[config.mk]
export PLATFORM = sky130hd
export DESIGN_NAME = vend_ctrl_flat
export DESIGN_NICKNAME = d
export VERILOG_FILES = /design/src/rtl/vend_pkg.sv /design/src/rtl/vend_ctrl_if.sv /design/src/rtl/vend_change_out.sv /design/src/rtl/vend_ctrl.sv /design/src/flat_wrapper.sv
export SDC_FILE = /design/constraint.sdc
export NUM_CORES = 1
export LEC_CHECK = 0
export ABC_AREA = 0
export CORE_ASPECT_RATIO = 1.25
export CORE_MARGIN = 10
export CORE_UTILIZATION = 54
export CTS_BUF_LIST = sky130_fd_sc_hd__clkbuf_4 sky130_fd_sc_hd__clkbuf_8
export CTS_CLUSTER_DIAMETER = 50
export CTS_CLUSTER_SIZE = 16
export DETAILED_ROUTE_END_ITERATION = 8
export PLACE_DENSITY = 0.86
export SYNTH_ARGS = -nofsm -noshare
export SYNTH_HDL_FRONTEND = slang
export SYNTH_SLANG_ARGS = --single-unit
[constraint.sdc]
create_clock -name clk -period 3.05 [get_ports clk]
set_clock_uncertainty 0.1 [all_clocks]
set_input_delay 0.61 -clock clk [delete_from_list [all_inputs] [get_ports clk]]
set_output_delay 0.61 -clock clk [all_outputs]
set_load 0.05 [all_outputs]
[src/rtl/vend_pkg.sv]
// Shared state encodings and credit width for the vending controller.
package vend_pkg;

    localparam int CRED_W = 5;

    typedef enum logic [4:0] {
        IDLE   = 5'b00001,
        ACCUM  = 5'b00010,
        VEND   = 5'b00100,
        CHANGE = 5'b01000,
        REFUND = 5'b10000
    } state_t;

endpackage

[src/rtl/vend_ctrl_if.sv]
// Customer-side coin/cancel inputs and dispense/status outputs of the vending controller.
// master: coin mechanism / bench side; slave: controller side.
interface vend_ctrl_if #(
    parameter int CNT_W = 8
);
    import vend_pkg::*;

    logic              pi_half;
    logic              pi_one;
    logic              pi_cancel;
    logic              po_cola;
    logic              po_change;
    logic              po_busy;
    logic [CRED_W-1:0] po_credit;
    logic [CNT_W-1:0]  po_sold;

    modport master (
        output pi_half, pi_one, pi_cancel,
        input  po_cola, po_change, po_busy, po_credit, po_sold
    );

    modport slave (
        input  pi_half, pi_one, pi_cancel,
        output po_cola, po_change, po_busy, po_credit, po_sold
    );

endinterface

[src/rtl/vend_change_out.sv]
// Credit register with load/decrement and the one-per-half-unit change pulse.
// Latency: credit and pulse update on the edge after ld/dec; backpressure: none.
module vend_change_out
    import vend_pkg::*;
(
    input  logic              clk,
    input  logic              rst_n,
    input  logic              ld,
    input  logic [CRED_W-1:0] ld_val,
    input  logic              dec,
    output logic [CRED_W-1:0] credit,
    output logic              change
);

    always_ff @(posedge clk or negedge rst_n) begin
        if (!rst_n) begin
            credit <= '0;
            change <= 1'b0;
        end else begin
            change <= dec;
            if (ld) begin
                credit <= ld_val;
            end else if (dec) begin
                credit <= credit - CRED_W'(1);
            end
        end
    end

endmodule

[src/rtl/vend_ctrl.sv]
// Coin-accumulating vending controller: sells at PRICE half-units, returns change, refunds on cancel.
// Latency: po_cola one edge after price reached, then one change pulse per edge; backpressure: inputs ignored while po_busy.
module vend_ctrl
    import vend_pkg::*;
#(
    parameter int PRICE = 5,
    parameter int CNT_W = 8
) (
    input  logic       clk,
    input  logic       rst_n,
    vend_ctrl_if.slave bus
);

    localparam logic [CRED_W-1:0] PRICE_C = CRED_W'(PRICE);
    localparam logic [CRED_W-1:0] MAX_C   = CRED_W'(PRICE + 1);

    state_t            state;
    logic              cola;
    logic              busy;
    logic [CNT_W-1:0]  sold;
    logic [CRED_W-1:0] credit;
    logic              change;
    logic [CRED_W:0]   sum;
    logic [CRED_W-1:0] add_val;
    logic [CRED_W-1:0] rem;
    logic              accepting;
    logic              ld;
    logic [CRED_W-1:0] ld_val;
    logic              dec;

    // Credit is capped at PRICE+1 so simultaneous coins can never overflow the register.
    always_comb begin
        sum = {1'b0, credit}
            + {{CRED_W{1'b0}}, bus.pi_half}
            + {{(CRED_W-1){1'b0}}, bus.pi_one, 1'b0};
        add_val   = (sum > {1'b0, MAX_C}) ? MAX_C : sum[CRED_W-1:0];
        rem       = credit - PRICE_C;
        accepting = (state == IDLE) || (state == ACCUM);
        ld        = accepting || (state == VEND);
        ld_val    = (state == VEND) ? rem : add_val;
        dec       = (state == CHANGE) || (state == REFUND);
    end

    vend_change_out u_change_out (
        .clk    (clk),
        .rst_n  (rst_n),
        .ld     (ld),
        .ld_val (ld_val),
        .dec    (dec),
        .credit (credit),
        .change (change)
    );

    always_ff @(posedge clk or negedge rst_n) begin
        if (!rst_n) begin
            state <= IDLE;
            cola  <= 1'b0;
            busy  <= 1'b0;
            sold  <= '0;
        end else begin
            cola <= 1'b0;
            case (state)
                IDLE, ACCUM: begin
                    if (bus.pi_cancel && (add_val != '0)) begin
                        state <= REFUND;
                        busy  <= 1'b1;
                    end else if (add_val >= PRICE_C) begin
                        state <= VEND;
                        busy  <= 1'b1;
                    end else if (add_val != '0) begin
                        state <= ACCUM;
                        busy  <= 1'b0;
                    end else begin
                        state <= IDLE;
                        busy  <= 1'b0;
                    end
                end
                VEND: begin
                    cola <= 1'b1;
                    sold <= sold + CNT_W'(1);
                    if (rem != '0) begin
                        state <= CHANGE;
                        busy  <= 1'b1;
                    end else begin
                        state <= IDLE;
                        busy  <= 1'b0;
                    end
                end
                CHANGE, REFUND: begin
                    // This edge pays out the last half-unit when credit is 1.
                    if (credit == CRED_W'(1)) begin
                        state <= IDLE;
                        busy  <= 1'b0;
                    end
                end
                default: begin
                    state <= IDLE;
                    busy  <= 1'b0;
                end
            endcase
        end
    end

    assign bus.po_cola   = cola;
    assign bus.po_change = change;
    assign bus.po_busy   = busy;
    assign bus.po_credit = credit;
    assign bus.po_sold   = sold;

endmodule
[src/flat_wrapper.sv]
// flat-port wrapper written by rule: the top's interface ports become plain ports
module vend_ctrl_flat import vend_pkg::*;
#(
    parameter int PRICE = 5,
    parameter int CNT_W = 8
)
  (clk, rst_n, bus_pi_half, bus_pi_one, bus_pi_cancel, bus_po_cola, bus_po_change, bus_po_busy, bus_po_credit, bus_po_sold);
  vend_ctrl_if #(.CNT_W(CNT_W)) bus_i ();
  input  logic clk;
  input  logic rst_n;
  input wire logic [$bits(bus_i.pi_half)-1:0] bus_pi_half;
  input wire logic [$bits(bus_i.pi_one)-1:0] bus_pi_one;
  input wire logic [$bits(bus_i.pi_cancel)-1:0] bus_pi_cancel;
  output wire logic [$bits(bus_i.po_cola)-1:0] bus_po_cola;
  output wire logic [$bits(bus_i.po_change)-1:0] bus_po_change;
  output wire logic [$bits(bus_i.po_busy)-1:0] bus_po_busy;
  output wire logic [$bits(bus_i.po_credit)-1:0] bus_po_credit;
  output wire logic [$bits(bus_i.po_sold)-1:0] bus_po_sold;
  assign bus_i.pi_half = bus_pi_half;
  assign bus_i.pi_one = bus_pi_one;
  assign bus_i.pi_cancel = bus_pi_cancel;
  assign bus_po_cola = bus_i.po_cola;
  assign bus_po_change = bus_i.po_change;
  assign bus_po_busy = bus_i.po_busy;
  assign bus_po_credit = bus_i.po_credit;
  assign bus_po_sold = bus_i.po_sold;
  vend_ctrl #(.PRICE(PRICE), .CNT_W(CNT_W)) u_core (.clk(clk), .rst_n(rst_n), .bus(bus_i));
endmodule
Word level (Yosys, flattened, before mapping) --
Index checks and enable logic that the tools add are counted.
Word-level totals: flip-flop bits (word level) 21, output and inout port bits 16, bits of input ports 5
Cells by class: $add $sub $neg 5, muxes and demuxes 16, reduce and logical (&&, ||, !) cells 9, eq/ne operators 7, order comparisons 2
Operators with widths (number):
- $mux 5 | 7
- $pmux 5 s3 | 1
- $eq 5x1->1 const B | 2
- $reduce_bool 5->1 | 2
- $add 8x1->8 const B | 1
- $add 5x1->6 | 1
- $add 6x2->6 | 1
- $gt 6x3->1 const B | 1
- $eq 5x2->1 const B | 1
- $eq 5x3->1 const B | 1
- $eq 5x4->1 const B | 1
- $eq 5x5->1 const B | 1
- $ge 5x3->1 const B | 1
- $mux 1 | 5
- $sub 5x1->5 const B | 1
- $sub 5x3->5 const B | 1
- $mux 4 | 1
- $reduce_or 2->1 | 2
- $logic_or 1x1->1 | 3
- $pmux 1 s3 | 1
- $mux 2 | 1
- $ne 2x1->1 const B | 1
- $reduce_bool 2->1 | 1
- $logic_and 1x1->1 | 1

Logic depth before layout (Yosys ltp) --
depth in word-level cells 9, mapped depth 8, mapped depth without buffers 7

Modules after synthesis --
From an unflattened synthesis, not the netlist that was laid out.
Second synthesis, totals: cell total of the unflattened synthesis 132, area, all modules 1297.5 sq um
Modules (own cells, without submodules):
- vend_ctrl | seq. area each 376.6 sq um, area an instance 993.5 sq um, instances 1, cells an instance 104
- vend_change_out | seq. area each 150.1 sq um, area an instance 304.0 sq um, instances 1, cells an instance 28

Worst setup path after synthesis --
No wires, ideal clock.
path kind flip-flop to flip-flop, start reg u_core.u_change_out.credit[0], end reg u_core.busy (netlist: u_core.bus.po_busy), arrival time 2.314 ns, stages on the path, launching flop included 8, slack 0.512 ns, buffers on the path 0, period minus slack after synthesis 2.538 ns, library setup time 0.124 ns, cells stage by stage dfrtp_1 -> ha_1 -> fa_1 -> nor2_1 -> a22oi_1 -> o32ai_1 -> a21oi_1 -> a211o_1
On the way: longest elaborated chain between the ends 8, elaborated cells on any way between the ends 15
RTL lines:
- start: declaration | line vend_change_out.sv:11 | output logic [CRED_W-1:0] credit,
- start signal: assignment | line vend_change_out.sv:22 | credit <= ld_val;
- start signal: assignment | line vend_change_out.sv:24 | credit <= credit - CRED_W'(1);
- $add 5x1->6 | line vend_ctrl.sv:34 | + {{CRED_W{1'b0}}, bus.pi_half}
- $add 6x2->6 | line vend_ctrl.sv:35 | + {{(CRED_W-1){1'b0}}, bus.pi_one, 1'b0};
- $gt 6x3->1 | line vend_ctrl.sv:36 | add_val = (sum > {1'b0, MAX_C}) ? MAX_C : sum[CRED_W-1:0];
- $mux 5 | line vend_ctrl.sv:36
- $ge 5x3->1 / $reduce_bool 5->1 (equally long branches) | line vend_ctrl.sv:67, vend_ctrl.sv:64
- $mux 1 / $logic_and 1x1->1 (equally long branches) | line vend_ctrl.sv:67, vend_ctrl.sv:64
- $mux 1 | line vend_ctrl.sv:64 | if (bus.pi_cancel && (add_val != '0)) begin
- $pmux 1 s3 | line vend_ctrl.sv:62 | case (state)
- end signal: assignment | line vend_ctrl.sv:66 | busy <= 1'b1;
- end signal: assignment | line vend_ctrl.sv:69 | busy <= 1'b1;
- end signal: assignment | line vend_ctrl.sv:72 | busy <= 1'b0;
- end: declaration | line vend_ctrl.sv:19 | logic busy;
Several ways; a longest one is shown, not always the timed one. A chain may end at the register's enable or synchronous reset.

Worst setup path after layout --
start in bus_pi_half, end reg u_core.busy (netlist: u_core.bus.po_busy)
On the way: longest elaborated chain between the ends 8, elaborated cells on any way between the ends 10
RTL lines:
- start: declaration | line flat_wrapper.sv:11 | input wire logic [$bits(bus_i.pi_half)-1:0] bus_pi_half;
- $add 5x1->6 * | line vend_ctrl.sv:34
- $add 6x2->6 * | line vend_ctrl.sv:35
- $gt 6x3->1 | line vend_ctrl.sv:36
- $mux 5 * | line vend_ctrl.sv:36
- $ge 5x3->1 / $reduce_bool 5->1 (equally long branches) | line vend_ctrl.sv:67, vend_ctrl.sv:64
- $mux 1 / $logic_and 1x1->1 (equally long branches) | line vend_ctrl.sv:67, vend_ctrl.sv:64
- $mux 1 * | line vend_ctrl.sv:64
- $pmux 1 s3 * | line vend_ctrl.sv:62
Every way passes the cells marked *; elsewhere a longest branch is shown, timed or not.

==> summary by stage <==
Critical path
Across all register-to-register paths, the minimum setup slack is 0.56 ns. The launching element type of the critical path is an input port. The required time of the critical path is roughly 3.2 ns.

The critical path capture point is u_core.bus.po_busy. The largest fanout on the critical path is 5. The startpoint of the most critical setup path is bus_pi_half. The largest incremental delay on the critical path is 0.52 ns.

The number of buffers and inverters on the critical path is 1. The count of cell instances traversed by the critical path is 8. The endpoint of the lowest-slack register-to-register path is u_core.bus.po_busy.

In this run the critical register-to-register path is launched from u_core.u_change_out.credit[0]. The worst register-to-register path has a depth of 7. The type of element capturing the critical path is a flop. Among cell families on the critical path, the largest total delay comes from compound AO/OA/AOI/OAI gates.

The signal on the critical path passes through clkdlybuf4s50_1 > ha_1 > fa_1 > nor2_1 > a22oi_1 > o32ai_1 > a21oi_1 > a211o_1. The critical path's slowest cell is fa_1. The worst setup path is of the input port to flop kind. Data arrives at the worst endpoint at 2.76 ns.

STA
The total negative slack for setup checks is 0 ns. The final max-slew violation count is 0. For the pin with the worst max-slew slack, the measured transition is 1.04 ns. After layout, the worst path uses 87.0% of the clock period. The number of hold violations in the final report is 0.

Counting I/O delays and the setup requirement, the final critical path takes 2.65 ns. The headroom to the max-slew limit is 30.3%. Setup repair after global routing left no endpoint under its margin. The timing-limited maximum frequency is 377 MHz.

The final setup violation count is 0.

CTS
After clock tree synthesis, the clock-pin slew on the worst setup and hold paths is approximately 0.12 ns. The quantity of gates resized following cts is 0. CTS built an H-tree with a depth of 1.

The maximum clock insertion buffer count is 2. The TritonCTS clock tree is yes. The clock sink count is 21. The post-CTS setup-driven buffer insertion count is 0.

The clock reaches the later pin of the worst-skew pair after 0.31 ns. The count of hold-fix buffers inserted at cts is 0. Counting the buffers created by CTS gives 3. The root buffer cell chosen for the clock tree is clkbuf_4.

Route
The remaining design rule violation count is 0. The first detailed-routing pass took 4 iterations. The number of design-rule violations left by the first detailed-router iteration is 29. Dividing the detail-routed via count by the number of cells gives 5.80. The residual antenna-violating net count after detailed routing is 0. The final layout contains routed wiring with a total length of 2.71 mm. In the final routed layout, each cell accounts on average for 15.6 um. Detailed routing inserted a total of ~1000 vias.

Logic synthesis
Summing the sequential cell areas from Yosys gives between 40 and 50% of the chip area. In this run, synthesis produced a sequential element count of 21. The count of flip-flops with a built-in enable after synthesis is 0. Of all flip-flops after synthesis, the portion carrying an async set or reset was 100%. The number of nets in the synthesized netlist is between 100 and 150. The total of warnings raised by yosys is 0. The post-synthesis cell area is roughly 0.0012 sq mm. For this run, the leading register cell type out of synthesis is dfrtp_1. Synthesis produced 123 cells.

In this run, distinct cell masters in the synthesized netlist total 38. The mean instance size in the synthesized netlist is 9.94 sq um.

Place
The count of buffers added on input and output ports is 20. Detailed placement finished with a half-perimeter wire length of slightly above 2 mm. The global placer's final weighted congestion is ~0.85. The area after detailed placement is between 0.001 and 0.0015 sq mm.

Global route
For this run the aggregate overflow at the end of global routing stands at 0. The initial antenna violation count was 0. After global routing, the most crowded layer is met2.

The wire length of the first global-routing pass is 4.97 mm. The global routing usage summed across all routing layers is between 10% and 20%. The met1 track demand over resource in global routing is 14.0%. In the global route stage, met2 resource usage came out at around 23%. The pin count of the biggest net entering global routing is 22. The number of global-route vias before repair is 1068. For met3 alone, demand over resource in global routing was under 10%.

Power
The static leakage is 0.000638 uW. The worst IR drop on VDD is 0.600 mV. The total power per unit cell area is 1110 mW/mm^2.

Die
The number of rows created at floorplan is 19. The initial core utilization is between 50% and 60%. From left edge to right edge, the die measures 62.6 um.

The die covers 0.00458 sq mm. The core region is 0.00219 sq mm. The number of top-level design ports is 21. The die height is 73.2 um.

Finish
0 antenna diodes ended up in the layout. The share of layout cells above drive strength 1 is 7.04%. The total non-filler cell area in the finished layout is 0.00147 sq mm. The post-layout utilization of the core is between 60% and 70%. The net count of the finished layout is between 150 and 200.

Leaving out fill and tap cells, the most frequent cells in the layout are clkdlybuf4s50_1, dfrtp_1, xnor2_1, nor2_1, nand2_1. Compared with the post-synthesis result, the final layout area differs by 20.2%.

Flow run
Across the run, the number of max-cap violations was 0.

Worst hold path
The depth of the worst hold-timing path is 1. The class of the most critical hold timing path is flop to flop.

Run status
The flow ran to the end, and the final reports show no timing, DRC or antenna violations.
==> kinds of logic after synthesis <==
kind of cell | count (synthesis) | share of synthesized area [%]
AO/OA/AOI/OAI | 24 | 12.7
XOR/XNOR | 14 | 10.0
adder cells (fa/ha/maj) | 7 | 7.78
buffers and inverters | 11 | 3.99
flip-flops | 21 | 43.1
multiplexers | 6 | 5.02
AND/OR/NAND/NOR | 40 | 17.4
==> Yosys cell counts (3+ instances only) <==
library cell / count / share of area [%]
nand3_1: 4 / 1.6
nand2_1: 8 / 2.5
a21oi_1: 5 / 2.0
xnor2_1: 13 / 9.3
nor4_1: 3 / 1.5
dfrtp_1: 20 / 41
mux2i_1: 5 / 4.1
ha_1: 6 / 6.1
nor2_1: 9 / 2.8
o21ai_0: 6 / 2.5
nand4_1: 3 / 1.5
o31ai_1: 3 / 1.8
clkbuf_1: 4 / 1.2
inv_1: 5 / 1.5
==> through the flow <==
step                      power [uW]  hold slack [ns]  setup slack, ns  cells
after global routing            1770            0.417            0.169    173
after CTS                       1630            0.399            0.397    173
after floorplan                 1230            0.214            0.512    123
after detailed placement        1480            0.378           0.0595    169
after global placement          1450            0.364            0.153    169
final                           1630            0.395            0.397    173
==> flip-flops by register name, summed over array words and instances, names as in the netlist <==
name                        count
u_core.bus.po_busy              1
u_core.bus.po_cola              1
u_core.bus.po_sold              8
u_core.state                    5
u_core.u_change_out.change      1
u_core.u_change_out.credit      5
==> worst min path at each step <==
stage	to	startpoint
3_5_place_dp	u_core.bus.po_sold[7]	u_core.bus.po_sold[7]
4_1_cts	u_core.bus.po_sold[7]	u_core.bus.po_sold[7]
6_report	u_core.bus.po_sold[7]	u_core.bus.po_sold[7]
3_3_place_gp	u_core.bus.po_sold[7]	u_core.bus.po_sold[7]
5_1_grt	u_core.bus.po_sold[6]	u_core.bus.po_sold[6]
2_1_floorplan	u_core.bus.po_busy	rst_n
==> per-layer routing <==
layer,wire length (um),vias up
met1,1090,489
met2,1390,28
li1,-,478
met3,168,9
met5,0,-
met4,57,0
==> where the power goes <==
part | internal (uW) | leakage (uW) | switching, uW
Combinational | 387 | 0.000345 | 594
Sequential | 373 | 0.000275 | 131
Clock | 60.0 | 0.0000184 | 86.8
==> final cells by class <==
| class | instances | area [sq um] |
|---|---|---|
| Timing Repair Buffer | 21 | 208 |
| Clock buffer | 4 | 30.0 |
| Multi-Input combinational cell | 91 | 647 |
| Tap cell | 31 | 38.8 |
| Fill cell | 187 | 718 |
| Inverter | 5 | 18.8 |
| Sequential cell | 21 | 527 |
==> worst register-to-register path: stages (launching register included) <==
cell	delay, ns
dfrtp_1	0.48
ha_1	0.27
fa_1	0.52
nor2_1	0.23
a22oi_1	0.13
o32ai_1	0.32
a21oi_1	0.11
a211o_1	0.24
Note: power is estimated with default switching activity, not from simulation.
